File: src/rtl/fb_mem_arbiter.sv
// fb_mem_arbiter: shares one frame-buffer command port between display, background and overlay engines
module fb_mem_arbiter #(
  parameter int ADDR_WIDTH = 31,
  parameter int MAX_BURST  = 16,
  parameter int TIMEOUT    = 64
) (
  input  logic                  clock,
  input  logic                  reset,
  input  logic                  dp_valid,
  input  logic [ADDR_WIDTH-1:0] dp_addr,
  input  logic                  dp_rnw,
  input  logic                  dp_last,
  output logic                  dp_ready,
  input  logic                  bg_valid,
  input  logic [ADDR_WIDTH-1:0] bg_addr,
  input  logic                  bg_rnw,
  input  logic                  bg_last,
  output logic                  bg_ready,
  input  logic                  ol_valid,
  input  logic [ADDR_WIDTH-1:0] ol_addr,
  input  logic                  ol_rnw,
  input  logic                  ol_last,
  output logic                  ol_ready,
  output logic                  mem_valid,
  output logic [ADDR_WIDTH-1:0] mem_addr,
  output logic                  mem_rnw,
  input  logic                  mem_ready,
  output logic [1:0]            grant,
  output logic                  timeout_pulse
);
  localparam int BW = $clog2(MAX_BURST + 1);
  localparam int TW = $clog2(TIMEOUT + 1);
  localparam logic [BW-1:0] BURST_CAP = BW'(MAX_BURST);
  localparam logic [TW-1:0] IDLE_LAST = TW'(TIMEOUT - 1);
  typedef enum logic {IDLE, GRANT} state_t;
  state_t state, state_n;
  logic [1:0] grant_n;
  logic [BW-1:0] burst, burst_n;
  logic [TW-1:0] idle, idle_n;
  logic rr_next, rr_n, pulse_n;
  logic sel_valid, sel_last, accept;
  // route the granted engine's command fields; grant 0 selects nothing so IDLE outputs are zero
  always_comb begin
    sel_valid = grant == 2'd1 ? dp_valid : grant == 2'd2 ? bg_valid : grant == 2'd3 ? ol_valid : 1'b0;
    sel_last  = grant == 2'd1 ? dp_last  : grant == 2'd2 ? bg_last  : grant == 2'd3 ? ol_last  : 1'b0;
    mem_rnw   = grant == 2'd1 ? dp_rnw   : grant == 2'd2 ? bg_rnw   : grant == 2'd3 ? ol_rnw   : 1'b0;
    mem_addr  = grant == 2'd1 ? dp_addr  : grant == 2'd2 ? bg_addr  : grant == 2'd3 ? ol_addr  : '0;
  end
  assign mem_valid = sel_valid;
  assign accept    = sel_valid & mem_ready;
  assign dp_ready  = grant == 2'd1 && mem_ready;
  assign bg_ready  = grant == 2'd2 && mem_ready;
  assign ol_ready  = grant == 2'd3 && mem_ready;
  // arbitration in IDLE; burst/idle accounting and release conditions in GRANT
  always_comb begin
    state_n = state;
    grant_n = grant;
    burst_n = burst;
    idle_n  = idle;
    rr_n    = rr_next;
    pulse_n = 1'b0;
    if (state == IDLE) begin
      grant_n = dp_valid ? 2'd1 : (bg_valid && ol_valid) ? (rr_next ? 2'd3 : 2'd2) :
                bg_valid ? 2'd2 : ol_valid ? 2'd3 : 2'd0;
      state_n = grant_n != 2'd0 ? GRANT : IDLE;
      rr_n    = grant_n == 2'd2 ? 1'b1 : grant_n == 2'd3 ? 1'b0 : rr_next;
    end else begin
      burst_n = burst + BW'(accept);
      idle_n  = sel_valid ? '0 : idle + TW'(1);
      pulse_n = !sel_valid && idle == IDLE_LAST;
      if ((accept && (sel_last || burst_n == BURST_CAP)) || pulse_n) begin
        state_n = IDLE;
        grant_n = 2'd0;
        burst_n = '0;
        idle_n  = '0;
      end
    end
  end
  // state register
  always_ff @(posedge clock) begin
    if (reset) begin
      state         <= IDLE;
      grant         <= 2'd0;
      burst         <= '0;
      idle          <= '0;
      rr_next       <= 1'b0;
      timeout_pulse <= 1'b0;
    end else begin
      state         <= state_n;
      grant         <= grant_n;
      burst         <= burst_n;
      idle          <= idle_n;
      rr_next       <= rr_n;
      timeout_pulse <= pulse_n;
    end
  end
endmodule

File: config.mk
export PLATFORM = sky130hd
export DESIGN_NAME = fb_mem_arbiter
export DESIGN_NICKNAME = d
export VERILOG_FILES = /design/src/rtl/fb_mem_arbiter.sv
export SDC_FILE = /design/constraint.sdc
export NUM_CORES = 1
export LEC_CHECK = 0
export BUFFER_PORTS_ARGS = -buffer_cell sky130_fd_sc_hd__buf_4
export CAP_MARGIN = 15
export CORE_MARGIN = 4
export CORE_UTILIZATION = 42
export CTS_BUF_LIST = sky130_fd_sc_hd__clkbuf_2 sky130_fd_sc_hd__clkbuf_4 sky130_fd_sc_hd__clkbuf_8
export DETAILED_ROUTE_END_ITERATION = 7
export PLACE_DENSITY = 0.94
export SETUP_SLACK_MARGIN = 0.02
export SLEW_MARGIN = 20
export SYNTH_ARGS = -nofsm -noshare
export SYNTH_HDL_FRONTEND = slang
export SYNTH_SLANG_ARGS = --single-unit
File: constraint.sdc
create_clock -name clock -period 4.55 [get_ports clock]
set_clock_uncertainty 0.05 [all_clocks]
set_input_delay 0.91 -clock clock [delete_from_list [all_inputs] [get_ports clock]]
set_output_delay 0.91 -clock clock [all_outputs]
set_load 0.05 [all_outputs]
==> summary.txt <==
Timing
  – Final setup fails: 0
  – Final Hold Fails: 0
  – Worst slew margin: roughly three fifths
  – Final worst-path cycle share: 73.49%
  – Slew Viols, Final: 0
  – Fin Setup TNS: 0 ps
  – Achievable frequency: 0.2991 GHz
  – Worst slew pin tran: 588.3 ps
  – Minimum clock period: 3344 ps
  – RSZ-0062 raised after global routing: no

Setup path
  – FF-to-FF End: burst[2]
  – Data required, critical path: 4630 ps
  – Crit start category: primary input
  – Critical Path End Type: flop
  – FF-to-FF path depth: 12
  – Crit-path most repeated cell: ha_1
  – Crit path max fanout: 8
  – Reg-to-reg slack, setup: between 1500 and 2000 ps
  – Setup CP Type: in -> reg
  – Worst R2R Start: grant[1]
  – Crit path launch: dp_valid
  – Slowest-stage cell, CP: o41a_2
  – Cells along the critical path: buf_4 > mux2_4 > a22oi_4 > inv_2 > nand2_1 > inv_1 > ha_1 > ha_1 > nor3b_1 > a31oi_1 > o41a_2 > nor3_1 > nor4_1
  – Crit path largest cell delay: 460 ps
  – Worst EP arrival: 3430 ps

Power
  – Final Power: roughly 570 uW
  – Max VDD drop: 0.0001700 V
  – Power per cell area: 207.7 nW/um^2
  – Leakage: 1.343 nW

CTS
  – Clock buffer depth: 2
  – Worst skew pair latency: 250 ps
  – CTS H-tree depth: 1
  – Cts hold-fix bufs: 0
  – Post-CTS Setup Repair Bufs: 0
  – CTS Sinks: 17
  – CTS Buf Count: 3
  – Clock Root Buffer: clkbuf_8
  – Clk slew on worst S/H paths: about 70 ps
  – CTS tree: done
  – Cts repair resizes: 0

Floorplan
  – Top-level I/O count: 144
  – Die span in x: around 70 um
  – Total die area: 4919 sq um
  – Initial Util: 43.96%
  – Core Rows: 22
  – Die Y: 70.14 um
  – Core area: 3689 sq um

Drt
  – WL final: 6966 um
  – Routed len/inst: 18.93 um
  – Vias per cell: 5.568
  – DRT iter0 DRCs: 112
  – Vias: 2,049
  – Routed Antenna Nets: 0
  – Post-route DRC: 0
  – DRT Pass-1 Iters: 4

Logic synthesis
  – Synth Net Count: 294
  – Ys Warns: 0
  – Syn Std Cell Area: 1622 sq um
  – Post-Synthesis Cells: roughly 190
  – Area leader, netlist: mux2_2
  – Synth area leaders: mux2_2 (22%), dfxtp_1 (21%), a22o_1 (17%)
  – Sequential area share after synthesis: 20.99%
  – Post-synth top flop: dfxtp_1
  – Netlist cell types: between 40 and 50
  – Post-synth ARST share: 0%
  – Post-synth EDFFs: 0
  – Yosys reg bits: 17
  – Share of the synthesized area in the top cell type: between 20 and 25%
  – Syn Area/Cell: 8.718 sq um

Job
  – Max cap viols: 0

Final layout
  – Share of layout cells above drive strength 1: between 50% and 60%
  – Multi-input logic area: 1211 sq um
  – Final nets: 429
  – ANT cells: 0
  – Area Overhead vs Synth: 70.60%
  – Fillers: around 280
  – FF+latch area: approximately 340 sq um

Placement
  – HPWL after DPL: between 5000 and 6000 um
  – PortBufs: roughly 140
  – Routability Congestion: 0.9113

Min path
  – Min-delay src: rr_next
  – WHS Path Cells: 2
  – Hold worst-path end: rr_next
  – Min-Delay Path Class: reg -> reg

Global routing
  – Grt ovf: 0
  – Total track usage: 26.28%
  – Initial antenna violation count: 0
  – Largest net degree at the start of global routing: 39
  – First-pass GRT wire length: between 10,000 and 15,000 um
  – Vias in the first global route: 1,977

Status
  – Status: finished, final reports clean
[per-stage QoR]
stage	util, %	std cells	instance area, sq um	setup slack, ps	hold WS [ps]
final	75.00	368	2766	1206	397.4
after global placement	73.74	364	2720	1086	385.2
after detailed placement	73.74	364	2720	954.3	389.1
after floorplan	-	186	1622	1208	376.5
after CTS	75.00	368	2766	1216	397.4
after global routing	75.00	368	2766	1025	434.4
[cells in the mapped netlist, types with 2 or more instances]
library cell	number
and3_1	4
inv_1	2
o2111ai_1	4
nand2_1	12
clkbuf_1	10
a21oi_1	12
a22oi_1	2
ha_1	3
a311oi_1	2
mux2_2	32
nor2_1	8
nor4_1	2
a22o_1	32
nand2b_1	6
buf_1	5
o21ai_0	3
nand3_1	5
dfxtp_1	17
nor3_1	3
[how the worst max path moves through the flow]
stage | end | cells past startpoint
finish | burst[2] | 13
global route | burst[2] | 13
CTS | burst[2] | 13
detailed placement | burst[4] | 13
global placement | burst[4] | 13
floorplan | burst[0] | 12
[cells by family (layout without fill, tap and decap cells)]
group,count (synthesis),in the layout,synth area share [%]
adders and majority gates,3,3,2.315
muxes,35,35,24.46
DFF,17,17,20.99
and+or+nand+nor,46,46,14.82
xor gates and xnor gates,2,2,1.080
buffers and inverters,19,153,4.475
AOI/OAI and AO/OA,64,64,31.87
[registers in the layout, summed over array words and instances (netlist names)]
name	cells
rr_next	1
idle	7
state	1
timeout_pulse	1
grant	2
burst	5
[cells in the final DEF, fill, tap and decap left out, drive strengths merged]
master   instances
nand2           12
nand2b           6
a221oi           1
nor4             2
and2             1
buf            146
ha               3
a41oi            1
a31oi            1
o41a             1
o2111ai          4
o221ai           1
clkbuf           3
clkinv           1
a22oi            3
or3              1
a21oi           12
a21o             1
inv              3
nor3b            1
nor3             4
and3             4
a311oi           3
mux2i            1
o21ai            4
nand3            5
xor2             1
nor2             8
or4              1
dfxtp           17
nor2b            1
mux2            34
xnor2            1
a22o            32
[metal layers]
metal  routed length [um]  vias to the layer above  global-route usage (%)
li1                     -                      997                       -
met1                 2846                      971                   32.09
met2                 3602                       75                   48.58
met3                  421                        6                   4.173
met4                   95                        0                   4.468
met5                    0                        -                       0
[cell type report]
type / instances / share of cell area (%)
Timing Repair Buffer: 146 / 39.62
Tap cell: 48 / 2.171
Clock buffer: 3 / 1.493
Clock inverter: 1 / 0.1809
Sequential cell: 17 / 12.35
Inverter: 3 / 0.4071
Multi-Input combinational cell: 150 / 43.78
[where the power goes]
| group | total (mW) | internal, mW | leakage [nW] | switching (mW) |
|---|---|---|---|---|
| combinational | 0.303 | 0.137 | 1.18 | 0.166 |
| sequential | 0.159 | 0.153 | 0.139 | 0.00605 |
| clock | 0.112 | 0.0607 | 0.0255 | 0.0516 |
[worst max-delay path, delay by kind of cell]
family	cells	cell delay (ps)
buffers and inverters	3	280
AOI/OAI and AO/OA	3	780
and+or+nand+nor	4	740
muxes	1	280
adders and majority gates	2	430
Note: power is estimated with default switching activity, not from simulation.
